**src/rtl/multiword_add_seq.sv**
```systemverilog
// multiword_add_seq: byte-serial multiword adder sequencer driving an external 8-bit adder.
// Define ADDSEQ_SUB_EN to add the op_sub port (two's-complement subtract a - b).
module multiword_add_seq #(
  parameter int WORDS = 4
) (
  input  logic               clk,
  input  logic               rst,
  input  logic               in_valid,
  output logic               in_ready,
  input  logic [8*WORDS-1:0] op_a,
  input  logic [8*WORDS-1:0] op_b,
  input  logic               op_cin,
`ifdef ADDSEQ_SUB_EN
  input  logic               op_sub,
`endif
  output logic               out_valid,
  input  logic               out_ready,
  output logic [8*WORDS-1:0] res_sum,
  output logic               res_cout,
  output logic [7:0]         add_a,
  output logic [7:0]         add_b,
  output logic               add_cin,
  input  logic [7:0]         add_sum,
  input  logic               add_cout
);

  localparam int W  = 8 * WORDS;
  localparam int CW = $clog2(WORDS) + 1;
  localparam logic [CW-1:0] LAST = CW'(WORDS - 1);

  typedef enum logic [1:0] {
    IDLE,
    RUN,
    DONE
  } state_t;

  state_t        state;
  state_t        state_nx;
  logic [W-1:0]  a_sh;
  logic [W-1:0]  b_sh;
  logic          carry_q;
  logic [CW-1:0] cnt;
  logic [W-1:0]  b_in;
  logic          c_in;
  logic          accept;
  logic          last;

`ifdef ADDSEQ_SUB_EN
  // Subtract is a + ~b + 1; the incoming carry is forced to one.
  assign b_in = op_sub ? ~op_b : op_b;
  assign c_in = op_sub ? 1'b1 : op_cin;
`else
  assign b_in = op_b;
  assign c_in = op_cin;
`endif

  assign in_ready  = (state == IDLE);
  assign out_valid = (state == DONE);
  assign accept    = in_valid && in_ready;
  assign last      = (cnt == LAST);

  always_ff @(posedge clk or posedge rst) begin
    if (rst) begin
      state <= IDLE;
    end else begin
      state <= state_nx;
    end
  end

  always_comb begin
    state_nx = state;
    unique case (state)
      IDLE:    if (in_valid)  state_nx = RUN;
      RUN:     if (last)      state_nx = DONE;
      DONE:    if (out_ready) state_nx = IDLE;
      default: state_nx = IDLE;
    endcase
  end

  always_comb begin
    add_a   = 8'h00;
    add_b   = 8'h00;
    add_cin = 1'b0;
    if (state == RUN) begin
      add_a   = a_sh[7:0];
      add_b   = b_sh[7:0];
      add_cin = carry_q;
    end
  end

  // Each sum byte enters at the top, so after WORDS steps chunk 0 sits at the LSB.
  always_ff @(posedge clk or posedge rst) begin
    if (rst) begin
      a_sh     <= '0;
      b_sh     <= '0;
      carry_q  <= 1'b0;
      cnt      <= '0;
      res_sum  <= '0;
      res_cout <= 1'b0;
    end else if (accept) begin
      a_sh    <= op_a;
      b_sh    <= b_in;
      carry_q <= c_in;
      cnt     <= '0;
    end else if (state == RUN) begin
      a_sh    <= a_sh >> 8;
      b_sh    <= b_sh >> 8;
      res_sum <= W'({add_sum, res_sum} >> 8);
      carry_q <= add_cout;
      cnt     <= cnt + 1'b1;
      if (last) begin
        res_cout <= add_cout;
      end
    end
  end

endmodule
```
**config.mk**
```make
export PLATFORM = sky130hd
export DESIGN_NAME = multiword_add_seq
export DESIGN_NICKNAME = d
export VERILOG_FILES = /design/src/rtl/multiword_add_seq.sv
export SDC_FILE = /design/constraint.sdc
export NUM_CORES = 1
export LEC_CHECK = 0
export CORE_AREA = 2 2 98 100
export DETAILED_ROUTE_END_ITERATION = 10
export DIE_AREA = 0 0 100 102
export GPL_ROUTABILITY_DRIVEN = 0
export PLACE_DENSITY = 0.95
export SLEW_MARGIN = 20
export SYNTH_ARGS = -nofsm -noshare
export SYNTH_HDL_FRONTEND = slang
export SYNTH_SLANG_ARGS = --single-unit
```
**constraint.sdc**
```tcl
create_clock -name clk -period 7.45 [get_ports clk]
set_input_delay 1.49 -clock clk [delete_from_list [all_inputs] [get_ports clk]]
set_output_delay 1.49 -clock clk [all_outputs]
set_load 0.1 [all_outputs]
```
==> results of run 1 <==
[how the worst max path moves through the flow]
| stage | from | end | cells after the start |
|---|---|---|---|
| 3_3_place_gp | state[0] | add_b[5] | 3 |
| 3_5_place_dp | state[0] | add_a[3] | 3 |
| 4_1_cts | state[0] | add_a[3] | 3 |
| 6_report | state[0] | add_b[3] | 3 |
| 5_1_grt | state[0] | add_a[3] | 3 |
| 2_1_floorplan | rst | a_sh[0] | 1 |
[stage by stage]
stage / setup slack, ps / hold WS, ps / std cells / utilization
after floorplan: 3260 / 454 / 470 / -
after global placement: 3070 / 456 / 674 / 0.647
after detailed placement: 2960 / 470 / 674 / 0.647
after CTS: 2570 / 493 / 690 / 0.671
after global routing: 2430 / 528 / 690 / 0.671
final: 2610 / 491 / 690 / 0.671
[routing by layer]
layer	track usage	up-vias
met2	0.388	139
met1	0.288	1911
li1	-	1825
met4	0.0801	0
met5	0	-
met3	0.0369	16
[logic make-up after synthesis]
logic type / after synthesis / share of synthesized area
adder cells (fa/ha/maj): 2 / 0.00538
AO/OA/AOI/OAI: 127 / 0.192
multiplexers: 1 / 0.00242
flip-flops: 103 / 0.554
AND/OR/NAND/NOR: 170 / 0.177
buffers and inverters: 67 / 0.0692
[cells in the final DEF, fill, tap and decap left out, types with 2 or more instances in the layout]
| cell type | synthesis | routed |
|---|---|---|
| clkdlybuf4s50_1 | 0 | 128 |
| dfrtp_1 | 103 | 102 |
| nand2_1 | 100 | 100 |
| a21oi_1 | 40 | 40 |
| o22ai_1 | 31 | 31 |
| inv_1 | 27 | 26 |
| nor3b_1 | 24 | 24 |
| o22a_1 | 24 | 24 |
| and2_1 | 18 | 18 |
| a22o_1 | 15 | 15 |
| clkbuf_8 | 0 | 12 |
| nor2b_1 | 12 | 11 |
| nor3_1 | 8 | 8 |
| a221oi_1 | 7 | 7 |
| nor2_1 | 5 | 5 |
| o21ai_0 | 4 | 4 |
| a221oi_2 | 3 | 3 |
| buf_4 | 10 | 3 |
| ha_1 | 2 | 2 |
[tightest hold or removal path, delay by kind of cell, from the launching register on]
| family | cells | cell delay (ps) |
|---|---|---|
| flip-flops | 1 | 350 |
| AND/OR/NAND/NOR | 2 | 110 |
[final cells by class]
cell class,instances,area share
clock buffers,12,0.0270
clock inverters,4,0.00839
inverters,28,0.0176
multi-input cells,300,0.288
flip-flops and latches,103,0.422
well taps,111,0.0227
repair buffers,132,0.214
[registers in the layout (all words and copies together) (netlist names)]
signal    flops
b_sh         32
state         2
a_sh         32
cnt           3
res_cout      1
carry_q       1
res_sum      32
==> results.json, run 1 <==
{
  "status": "completed",
  "antenna_found_initial": 0,
  "wl_met1_um": 4710,
  "min_period_ps": 4840,
  "slowest_stage": "clkdlybuf4s50_1",
  "clkLatencyLatePin_ps": 350,
  "worst_slew_pin_slew_ps": 1010,
  "cts_root_buffer": "clkbuf_8",
  "max_freq_mhz": 206,
  "highest_layer": "met4",
  "hold_path_startpoint": "res_sum[0]",
  "finalMaxSlewViolations": 0,
  "fill_cells": 663,
  "syn_inst": 470,
  "multi_input_area_mm2": 0.00176,
  "slowest_delay_ps": 1140,
  "drt_wl_total_um": 11200,
  "holdPathStages": 2,
  "syn_nets": 550,
  "synth_area_leader_cell": "dfrtp_1",
  "ys_async_sr_fraction": 1.00,
  "worstPathArrival_ps": 3350,
  "path_max_fanout": 51,
  "antenna_left": 0,
  "synth_cell_types": 28,
  "dp_hpwl_um": 7840,
  "ff_latch_area_mm2": 0.00258,
  "row_count": 35,
  "synth_edf_count": 0,
  "vias_per_cell": 5.64,
  "grt.overflow.total": 0,
  "drive_gt1_frac": 0.0535,
  "critical_path_required_ps": 5960,
  "cap_viol_max_count": 0,
  "drt_iter0_drc": 214,
  "start_kind": "flip-flop",
  "syn_to_final_growth_pct": 31.4,
  "synth_area_mm2": 0.00465,
  "dieWidth_um": 100,
  "reg2reg_from": "state[0]",
  "clock_path_buffers": 2,
  "synthTopCellsByArea": "dfrtp_1 (55%), nand2_1 (8.1%), o22a_1 (4.5%), a21oi_1 (4.3%), o22ai_1 (4.2%)",
  "finalClockSkew_ps": 5.71,
  "r2r-end": "cnt[2]",
  "setup_violations": 0,
  "hold_path.class": "reg2reg",
  "endpoint_kind": "primary output",
  "critical_path_class": "reg2out",
  "cts_max_level": 3,
  "wl_per_cell_um": 16.3,
  "io_buffer_count": 129,
  "cts.sinks": 103,
  "post_cts_resized": 0,
  "dr.pass1.iters": 4,
  "crit_family": "simple AND/OR/NAND/NOR gates",
  "reg2regPathDepth": 4,
  "avgSynthCellArea_um2": 9.89,
  "grt_pass1_vias": 3811,
  "met3_length_um": 601,
  "drcViolationCount": 0,
  "postPlaceCellArea_mm2": 0.00589,
  "nets": 654,
  "yosysMostFrequentCell": "dfrtp_1",
  "start_util": 0.510,
  "rsz0062_at_grt": "false",
  "seq_area_frac_synth": 0.554,
  "yosys-top-cells-count": "dfrtp_1 (103), nand2_1 (100), a21oi_1 (40), o22ai_1 (31), inv_1 (27)",
  "cts_setup_buffers": 0,
  "tns_ps": 0,
  "vias": 3891,
  "synth_flop_cell": "dfrtp_1",
  "cts_hold_buf": 0,
  "antennaDiodeCount": 0,
  "cts_inserted_buffers": 9,
  "fin_crit_sh": 0.650,
  "min_to": "res_sum[0]",
  "ios": 130,
  "yosysWarnings": 0,
  "clk_pin_slew_ps": 90,
  "netlist.area_leader.share": 0.554,
  "cts_tree": "yes",
  "grt_use_total": 0.224,
  "slew_headroom": 0.328,
  "finalHoldViolCount": 0,
  "ys_ff_latch": 103,
  "grt_max_degree": 71,
  "stdcell_area_mm2": 0.00611,
  "timing.critical_path.buf_inv": 1,
  "fp.dieH_um": 102,
  "core-area_mm2": 0.00911,
  "met2_wirelength_um": 5740,
  "dieArea_mm2": 0.0102,
  "r2r_slack_ps": 5040,
  "grt_pass1_wl_um": 18300,
  "critical_path.cell_chain": "nor2b_4, and2_1, clkdlybuf4s50_1"
}
Power of run 1 is left out: the tool's default activity adds up to more than one toggle a clock period on the data nets, which glitch-free logic cannot reach.
==> run 2: changes to the inputs <==
CORE_AREA = 2 2 102 104   (was 2 2 98 100)
DIE_AREA = 0 0 104 106   (was 0 0 100 102)
PLACE_DENSITY = 0.9   (was 0.95)
clock period = 4.5 ns   (was 7.45 ns; I/O delays follow)
==> run 2 against run 1 <==
  * Design area down 0.25%
  * Global-route usage down 1.6 points
  * Via count down 1.6%
  * Worst hold slack worse by 5.4 ps
  * Die area up 8.1%
  * Critical endpoint is now in_ready
  * Clock skew up 5.8 ps
  * Setup slack worse by 1200 ps
  * Critical path depth unchanged
  * Highest routed layer unchanged
  * Flip-flop and latch count unchanged
  * Clock-buffer cell count down 3
  * First-iteration DRC count down 31%
  * Sequential share of layout area up 0.10 points
==> results.json, run 2 (synthesis results as in run 1) <==
{
  "cts_max_level": 3,
  "drt_iter0_drc": 148,
  "grt_use_total": 0.208,
  "status": "completed",
  "cts_setup_buffers": 0,
  "endpoint_kind": "primary output",
  "layout_common_cells": "clkdlybuf4s50_1 (109), dfrtp_1 (102), nand2_1 (100), a21oi_1 (40), o22ai_1 (31)",
  "start_kind": "flip-flop",
  "ios": 130,
  "postPlaceCellArea_mm2": 0.00589,
  "vias_per_cell": 5.34,
  "max_freq_mhz": 320,
  "critical_path_required_ps": 3600,
  "critical_path.cell_chain": "buf_4, nor2_1, buf_4",
  "worst_slew_pin_slew_ps": 1060,
  "cts_inserted_buffers": 9,
  "vias": 3829,
  "dp_hpwl_um": 8030,
  "finalMaxSlewViolations": 0,
  "dieArea_mm2": 0.0110,
  "finalClockSkew_ps": 11.5,
  "path_max_fanout": 58,
  "cts.sinks": 103,
  "core-area_mm2": 0.0100,
  "timing.critical_path.buf_inv": 2,
  "crit_family": "simple AND/OR/NAND/NOR gates",
  "syn_to_final_growth_pct": 31.1,
  "antennaDiodeCount": 0,
  "rsz0062_at_grt": "false",
  "post_cts_resized": 0,
  "drive_gt1_frac": 0.0895,
  "grt_pass1_wl_um": 18600,
  "fp.dieH_um": 106,
  "fin_cells": 717,
  "tns_ps": 0,
  "slowest_stage": "nor2_1",
  "clk_pin_slew_ps": 100,
  "drcViolationCount": 0,
  "clock_path_buffers": 2,
  "row_count": 37,
  "start_util": 0.465,
  "cap_viol_max_count": 0,
  "finalHoldViolCount": 0,
  "cts_hold_buf": 0,
  "io_buffer_count": 129,
  "drt_wl_total_um": 11300,
  "antenna_left": 0,
  "ff_latch_area_mm2": 0.00258,
  "whs_ps": 485,
  "reg.largest.list": "a_sh x32, b_sh x32, res_sum x32",
  "dr.pass1.iters": 4,
  "cts_root_buffer": "clkbuf_8",
  "slew_headroom": 0.292,
  "crit_top_cell": "buf_4",
  "final_common_cell": "clkdlybuf4s50_1",
  "nets": 656,
  "grt_max_degree": 59,
  "antenna_found_initial": 0,
  "grt.overflow.total": 0,
  "setup_violations": 0,
  "worstPathArrival_ps": 2230,
  "critical_path_class": "reg2out",
  "dp.cells": 701,
  "fin_crit_sh": 0.696,
  "clkLatencyLatePin_ps": 360,
  "grt_pass1_vias": 3797,
  "slowest_delay_ps": 730,
  "hold_path.class": "reg2reg",
  "wl_per_cell_um": 15.8,
  "min_period_ps": 3130,
  "stdcell_area_mm2": 0.00610,
  "cts_tree": "yes",
  "fill_cells": 852,
  "multi_input_area_mm2": 0.00176,
  "dieWidth_um": 104
}
[run 2: changes by cell type in the layout (fill, tap and decap cells not counted)]
cell / change
inv_6: +2
clkinv_4: +2
clkinvlp_4: -1
clkbuf_8: -3
buf_4: +21
clkdlybuf4s50_1: -19
[run 2: layout make-up]
cell class,instances,area share
multi-input cells,300,0.289
repair buffers,134,0.209
flip-flops and latches,103,0.423
well taps,136,0.0279
inverters,28,0.0177
clock buffers,9,0.0203
clock inverters,7,0.0129
[run 2: worst min-delay path, stage by stage (launching register included)]
cell and delay [ps]:
dfrtp_1 350, nand2_1 50, nand2_1 60
[run 2: per-stage QoR]
stage	utilization	worst slack, ps
after floorplan	-	896
after global placement	0.589	1810
after detailed placement	0.589	1800
after CTS	0.610	1370
after global routing	0.610	1190
final	0.610	1370
[run 2: path summary, 6_finish.rpt]
path | start | to | slack (ps) | cells past startpoint
setup / recovery | state[0] | in_ready | 1370 | 3
min in group asynchronous | rst | a_sh[6] | 870 | 2
hold reg to reg | res_sum[1] | res_sum[1] | 490 | 2
max in group asynchronous | rst | b_sh[15] | 2790 | 3
hold / removal | res_sum[1] | res_sum[1] | 490 | 2
setup reg to reg | state[0] | b_sh[25] | 2240 | 4
[run 2: metal layers]
metal / global-route usage / wire length, µm
met3: 0.0374 / 503
met4: 0.0743 / 238
met1: 0.266 / 4960
met2: 0.359 / 5640
met5: 0 / 0
Power of run 2 is left out for the same reason.
